--- config.mk ---
export PLATFORM = sky130hd
export DESIGN_NAME = reg_bank_arbiter
export DESIGN_NICKNAME = d
export VERILOG_FILES = /design/src/rtl/reg_bank_arbiter.sv
export SDC_FILE = /design/constraint.sdc
export NUM_CORES = 1
export LEC_CHECK = 0
export BUFFER_PORTS_ARGS = -buffer_cell sky130_fd_sc_hd__buf_4
export CORE_AREA = 2 2 162 85
export CTS_CLUSTER_SIZE = 20
export DETAILED_ROUTE_END_ITERATION = 8
export DIE_AREA = 0 0 164 87
export GPL_TIMING_DRIVEN = 0
export PLACE_DENSITY = 0.68
export SETUP_SLACK_MARGIN = 0.02
export SLEW_MARGIN = 40
export SYNTH_ARGS = -nofsm -noshare
export SYNTH_HDL_FRONTEND = slang
export SYNTH_SLANG_ARGS = --single-unit
--- constraint.sdc ---
create_clock -name clk -period 2.35 [get_ports clk]
set_clock_uncertainty 0.1 [all_clocks]
set_input_delay 0.3525 -clock clk [delete_from_list [all_inputs] [get_ports clk]]
set_output_delay 0.3525 -clock clk [all_outputs]
set_load 0.01 [all_outputs]
--- src/rtl/reg_bank_arbiter.sv ---
`default_nettype none
// ============================================================================
// Module : reg_bank_arbiter
// Shared config/status register bank with SPI/I2C 4-phase req/ack arbitration.
// Rev    : 1.0
// ============================================================================
module reg_bank_arbiter #(
  parameter int NUM_CFG    = 8,
  parameter int NUM_STATUS = 8,
  parameter int REG_WIDTH  = 8,
  parameter int ADDR_WIDTH = 4
) (
  input  logic                            clk,
  input  logic                            rst_n,
  input  logic                            ena,
  input  logic [1:0]                      sel,
  input  logic                            spi_req,
  input  logic                            spi_we,
  input  logic [ADDR_WIDTH-1:0]           spi_addr,
  input  logic [REG_WIDTH-1:0]            spi_wdata,
  output logic                            spi_ack,
  output logic [REG_WIDTH-1:0]            spi_rdata,
  input  logic                            i2c_req,
  input  logic                            i2c_we,
  input  logic [ADDR_WIDTH-1:0]           i2c_addr,
  input  logic [REG_WIDTH-1:0]            i2c_wdata,
  output logic                            i2c_ack,
  output logic [REG_WIDTH-1:0]            i2c_rdata,
  input  logic [NUM_STATUS*REG_WIDTH-1:0] status_regs,
  output logic [NUM_CFG*REG_WIDTH-1:0]    config_regs,
  output logic                            busy
);

  localparam int IDX_W    = ADDR_WIDTH - 1;
  localparam int IDX_SPAN = 1 << IDX_W;
  localparam int CFG_VIS  = (NUM_CFG < IDX_SPAN) ? NUM_CFG : IDX_SPAN;
  localparam int ST_VIS   = (NUM_STATUS < IDX_SPAN) ? NUM_STATUS : IDX_SPAN;

  // Port identifiers used for the grantee and round-robin history.
  localparam logic PORT_SPI = 1'b0;
  localparam logic PORT_I2C = 1'b1;

  typedef enum logic [1:0] {
    ST_IDLE   = 2'd0,
    ST_ACCESS = 2'd1,
    ST_ACK    = 2'd2
  } state_t;

  state_t                state_q, state_d;
  logic                  rr_last_q, rr_last_d;
  logic                  gnt_q, gnt_d;
  logic                  we_q, we_d;
  logic [ADDR_WIDTH-1:0] addr_q, addr_d;
  logic [REG_WIDTH-1:0]  wdata_q, wdata_d;
  logic                  spi_ack_q, spi_ack_d;
  logic                  i2c_ack_q, i2c_ack_d;
  logic [REG_WIDTH-1:0]  spi_rdata_q, spi_rdata_d;
  logic [REG_WIDTH-1:0]  i2c_rdata_q, i2c_rdata_d;
  logic [REG_WIDTH-1:0]  cfg_q [NUM_CFG];
  logic [REG_WIDTH-1:0]  cfg_d [NUM_CFG];

  logic                  spi_cand;
  logic                  i2c_cand;
  logic                  gnt_req;
  logic                  gnt_ack;
  logic [IDX_W-1:0]      idx;
  logic [REG_WIDTH-1:0]  rd_val;

  assign spi_cand = spi_req && ((sel == 2'b00) || sel[1]);
  assign i2c_cand = i2c_req && ((sel == 2'b01) || sel[1]);
  assign gnt_req  = (gnt_q == PORT_I2C) ? i2c_req : spi_req;
  assign gnt_ack  = (gnt_q == PORT_I2C) ? i2c_ack_q : spi_ack_q;
  assign idx      = addr_q[IDX_W-1:0];

  // Unmapped indices in either bank read back as zero.
  always_comb begin
    rd_val = '0;
    if (!addr_q[ADDR_WIDTH-1]) begin
      for (int k = 0; k < CFG_VIS; k++) begin
        if (idx == IDX_W'(k)) rd_val = cfg_q[k];
      end
    end else begin
      for (int k = 0; k < ST_VIS; k++) begin
        if (idx == IDX_W'(k)) rd_val = status_regs[k*REG_WIDTH +: REG_WIDTH];
      end
    end
  end

  always_comb begin
    state_d     = state_q;
    rr_last_d   = rr_last_q;
    gnt_d       = gnt_q;
    we_d        = we_q;
    addr_d      = addr_q;
    wdata_d     = wdata_q;
    spi_ack_d   = spi_ack_q;
    i2c_ack_d   = i2c_ack_q;
    spi_rdata_d = spi_rdata_q;
    i2c_rdata_d = i2c_rdata_q;
    cfg_d       = cfg_q;

    case (state_q)
      ST_IDLE: begin
        if (spi_cand || i2c_cand) begin
          // Under contention the port that was not served last wins.
          if (spi_cand && i2c_cand) gnt_d = ~rr_last_q;
          else                      gnt_d = i2c_cand ? PORT_I2C : PORT_SPI;
          rr_last_d = gnt_d;
          we_d      = (gnt_d == PORT_I2C) ? i2c_we    : spi_we;
          addr_d    = (gnt_d == PORT_I2C) ? i2c_addr  : spi_addr;
          wdata_d   = (gnt_d == PORT_I2C) ? i2c_wdata : spi_wdata;
          state_d   = ST_ACCESS;
        end
      end

      ST_ACCESS: begin
        if (we_q) begin
          if (!addr_q[ADDR_WIDTH-1]) begin
            for (int k = 0; k < CFG_VIS; k++) begin
              if (idx == IDX_W'(k)) cfg_d[k] = wdata_q;
            end
          end
        end else if (gnt_q == PORT_I2C) begin
          i2c_rdata_d = rd_val;
        end else begin
          spi_rdata_d = rd_val;
        end
        state_d = ST_ACK;
      end

      ST_ACK: begin
        if (!gnt_ack) begin
          if (gnt_q == PORT_I2C) i2c_ack_d = 1'b1;
          else                   spi_ack_d = 1'b1;
        end else if (!gnt_req) begin
          spi_ack_d = 1'b0;
          i2c_ack_d = 1'b0;
          state_d   = ST_IDLE;
        end
      end

      default: state_d = ST_IDLE;
    endcase
  end

  always_ff @(posedge clk or negedge rst_n) begin
    if (!rst_n) begin
      state_q     <= ST_IDLE;
      rr_last_q   <= PORT_I2C;
      gnt_q       <= PORT_SPI;
      we_q        <= 1'b0;
      addr_q      <= '0;
      wdata_q     <= '0;
      spi_ack_q   <= 1'b0;
      i2c_ack_q   <= 1'b0;
      spi_rdata_q <= '0;
      i2c_rdata_q <= '0;
      for (int k = 0; k < NUM_CFG; k++) cfg_q[k] <= '0;
    end else if (ena) begin
      state_q     <= state_d;
      rr_last_q   <= rr_last_d;
      gnt_q       <= gnt_d;
      we_q        <= we_d;
      addr_q      <= addr_d;
      wdata_q     <= wdata_d;
      spi_ack_q   <= spi_ack_d;
      i2c_ack_q   <= i2c_ack_d;
      spi_rdata_q <= spi_rdata_d;
      i2c_rdata_q <= i2c_rdata_d;
      for (int k = 0; k < NUM_CFG; k++) cfg_q[k] <= cfg_d[k];
    end
  end

  generate
    for (genvar k = 0; k < NUM_CFG; k++) begin : g_cfg_out
      assign config_regs[k*REG_WIDTH +: REG_WIDTH] = cfg_q[k];
    end
  endgenerate

  assign spi_ack   = spi_ack_q;
  assign i2c_ack   = i2c_ack_q;
  assign spi_rdata = spi_rdata_q;
  assign i2c_rdata = i2c_rdata_q;
  assign busy      = (state_q != ST_IDLE);

endmodule
`default_nettype wire

==> flow_summary_export.csv <==
group,metric,value,unit
sta,finalCriticalPeriod,2300,ps
logic_synthesis,yosysSeqAreaShare,46.9,%
floorplanning,ios,180,
pwr,powerDensity,1240,nW/um2
global_routing,globalRouteOverflowTotal,0,
pwr,peakVddDrop,494,uV
logic_synthesis,synth_commonest_cells,"dfrtp_1 (98), mux2_2 (88), mux2i_1 (35)",
route,drtAntennaViolNets,0,
sta,setup_violations,0,
logic_synthesis,synth_top_area_cell,"dfrtp_1",
sta,fmax,435,MHz
sta,period_share,97.7,%
floorplanning,dieHeight,87,um
worst_setup_path,slowest_delay,350,ps
pwr,combinationalPowerShare,48.5,%
sta,hold_viol_final,0,
finish,drive_gt1_share,53.6,%
global_routing,antenna_found_initial,0,
clock_network,cts_tree,"yes",
worst_setup_path,reg2reg_from,"addr_q[1]$_DFFE_PN0P_",
logic_synthesis,synth_top_cell_area_share,46.4,%
logic_synthesis,synthMostInstantiatedCell,"dfrtp_1",
finish,diodes,0,
clock_network,root_buffer,"clkbuf_16",
logic_synthesis,synthTopCellsByArea,"dfrtp_1 (46%), mux2_2 (19%), mux2i_1 (6.6%)",
worst_setup_path,ff2ff_path_depth,8,
pwr,clock_power_share,18.0,%
clock_network,cts_htree_levels,3,
logic_synthesis,synth_area_per_cell,12.4,um2
logic_synthesis,synth_cell_types,52,
hold_path,hp-class,"in2reg",
logic_synthesis,synth-seq-cells,99,
logic_synthesis,synth-async-reset-ratio,100,%
pwr,p_leak,3.61,nW
worst_setup_path,start_kind,"flip-flop",
logic_synthesis,synthCells,425,
route,routed_wl,18000,um
worst_setup_path,cp_slowest_cell,"dfrtp_1",
placed_design,dp_slack,0.561,ps
worst_setup_path,crit_path_end_kind,"flip-flop",
worst_setup_path,arrival,2430,ps
sta,finalSetupTns,0,ps
global_routing,grt_pass1_vias,4664,
route,routedWlPerCell,22.5,um
hold_path,holdPathStages,3,
hold_path,hp-start,"spi_wdata[1]",
placed_design,portBuffers,179,
finish,syn2layout_area_growth,37.4,%
sta,max_slew.worst_pin.slew,761,ps
worst_setup_path,path_cells,"buf_6, buf_12, buf_8, nand3_1, o21ai_0, a221o_1, o31ai_1, mux2_2",
route,drc,0,
global_routing,grt_pass1_wl,26800,um
floorplanning,die-area,14300,um2
worst_setup_path,regToRegSetupSlack,50,ps
pwr,pwr-share-seq,33.5,%
logic_synthesis,ys_warn_count,0,
global_routing,grt_max_degree,100,
route,vias,4575,
pwr,swShare,39.9,%
worst_setup_path,crit_buf_inv,3,
pwr,power.internal,5.39,mW
clock_network,clk_pin_slew_worst_paths,70,ps
clock_network,cts.sinks,99,
logic_synthesis,netlist_area,5280,um2
logic_synthesis,synth_edf_count,0,
pwr,p_switching,3.57,mW
worst_setup_path,crit_fanout,10,
clock_network,clock_latency,350,ps
placed_design,place_congestion,0.901,
worst_setup_path,path_delay_family,"compound AO/OA/AOI/OAI gates",
global_routing,gr-usage-all-layers,25.5,%
floorplanning,fp-row-count,30,
hold_path,hold_end,"wdata_q[1]$_DFFE_PN0P_",
worst_setup_path,reg2reg_to,"spi_rdata[2]$_DFFE_PN0P_",
logic_synthesis,syn-num-nets,522,
route,first_iter_violations,433,
route,drt-pass1-iter-count,5,
floorplanning,die_w,164,um
worst_setup_path,crit_required,2490,ps
sta,maxSlewViolCount,0,
sta,grt_setup_unrepaired,"true",
clock_network,cts_made_buffers,9,
job,maxCapViolCount,0,
logic_synthesis,yosys_most_used_dff,"dfrtp_1",
run_status,status,"completed",
placed_design,hpwl,13600,um
worst_setup_path,critPathKind,"reg2reg",
route,viasPerCell,5.74,
clock_network,clockBufferDepth,2,
sta,setup_ws,53.0,ps
sta,relSlewSlack,49.3,%
floorplanning,design.core.area,13000,um2
sta,worst_hold_slack,208,ps
floorplanning,start_util,40.6,%
finish,nets,713,
==> cells in the final DEF (no fill, tap or decap), drive strengths merged, types with 2 or more instances in the layout <==
cell type	synthesis	layout
buf	18	199
dfrtp	98	98
mux2	90	90
mux2i	35	35
nor2	27	27
o21ai	22	22
a21oi	18	18
clkbuf	8	15
nand2	11	11
o22ai	9	9
a211oi	9	9
nand2b	9	9
mux4	9	9
inv	5	7
nor2b	6	6
o22a	5	5
o2bb2ai	4	4
o221ai	4	4
or3	3	3
a222oi	3	3
a221o	3	3
o31ai	3	3
a21o	3	3
nor3	3	3
nand3b	3	3
nand3	3	3
or2	2	2
and2	2	2
o32ai	2	2
bufinv	0	2
clkinvlp	0	2
a31oi	2	2
==> power groups by stage <==
stage	combinational [mW]	clock, mW	sequential, mW
3_5_place_dp	4.21	0	3.00
2_1_floorplan	2.29	0	3.01
4_1_cts	4.24	1.63	2.97
3_3_place_gp	4.11	0	2.95
5_1_grt	4.65	1.69	3.10
6_report	4.35	1.61	3.01
==> logic make-up after synthesis <==
logic type / count (synthesis) / synth area share [%]
flops: 99 / 46.9
compound gates: 89 / 11.3
buf+inv: 31 / 3.81
mux: 134 / 29.9
simple gates: 72 / 8.03
==> what timing repair did <==
item,in CTS,in global routing
hold buffers,1,0
cloned,0,0
pin swaps,1,2
buffers inserted,2,0
endpoints found under the setup margin,33,26
endpoints found under the hold margin,98,0
gates resized for setup,3,15
==> flip-flops by register name (all words and copies together), names as in the netlist, 2 cells and up <==
name,count
spi_rdata,8
addr_q,4
wdata_q,8
i2c_rdata,8
state_q,2
config_regs,64
==> through the flow <==
stage               std cells  instance area, um2  power (mW)  util (%)
floorplan                 425                5280        5.30         -
global placement          780                6850        7.07      52.6
detailed placement        780                6860        7.21      52.6
CTS                       799                7220        8.85      55.4
global route              797                7260        9.44      55.7
finish                    797                7260        8.97      55.7
==> metal layers <==
metal  share of wire, %  wire length [um]  global-route usage [%]
met2                 43              7760                    37.9
met4                2.0               367                    8.05
met5                  0                 0                       0
met1                 45              8040                    35.7
met3                9.9              1780                    7.85
==> cell type report <==
class,count,area (um2)
timing repair buffer,182,1380
buffer,24,198
clock buffer,9,225
sequential,99,2480
inverter,5,18.8
clock inverter,7,100
fill,1107,5770
tap,176,220
multi-input combinational,295,2640
==> worst max path at each step <==
stage,from,end,slack [ps],cells after the start
after CTS,addr_q[3]$_DFFE_PN0P_,config_regs[9]$_DFFE_PN0P_,0.6,5
final,addr_q[1]$_DFFE_PN0P_,spi_rdata[2]$_DFFE_PN0P_,50,8
after global routing,addr_q[1]$_DFFE_PN0P_,i2c_rdata[4]$_DFFE_PN0P_,10,8
after detailed placement,addr_q[3]$_DFFE_PN0P_,config_regs[21]$_DFFE_PN0P_,0.6,5
after global placement,addr_q[3]$_DFFE_PN0P_,config_regs[22]$_DFFE_PN0P_,30,5
after floorplan,addr_q[1]$_DFFE_PN0P_,spi_rdata[3]$_DFFE_PN0P_,460,8
==> worst register-to-register path, delay by kind of cell, from the launching register on <==
kind | cells | cell delay [ps]
simple gates | 1 | 290
buf+inv | 3 | 460
flops | 1 | 350
compound gates | 3 | 710
mux | 1 | 280
(Power assumes the default switching activity.)
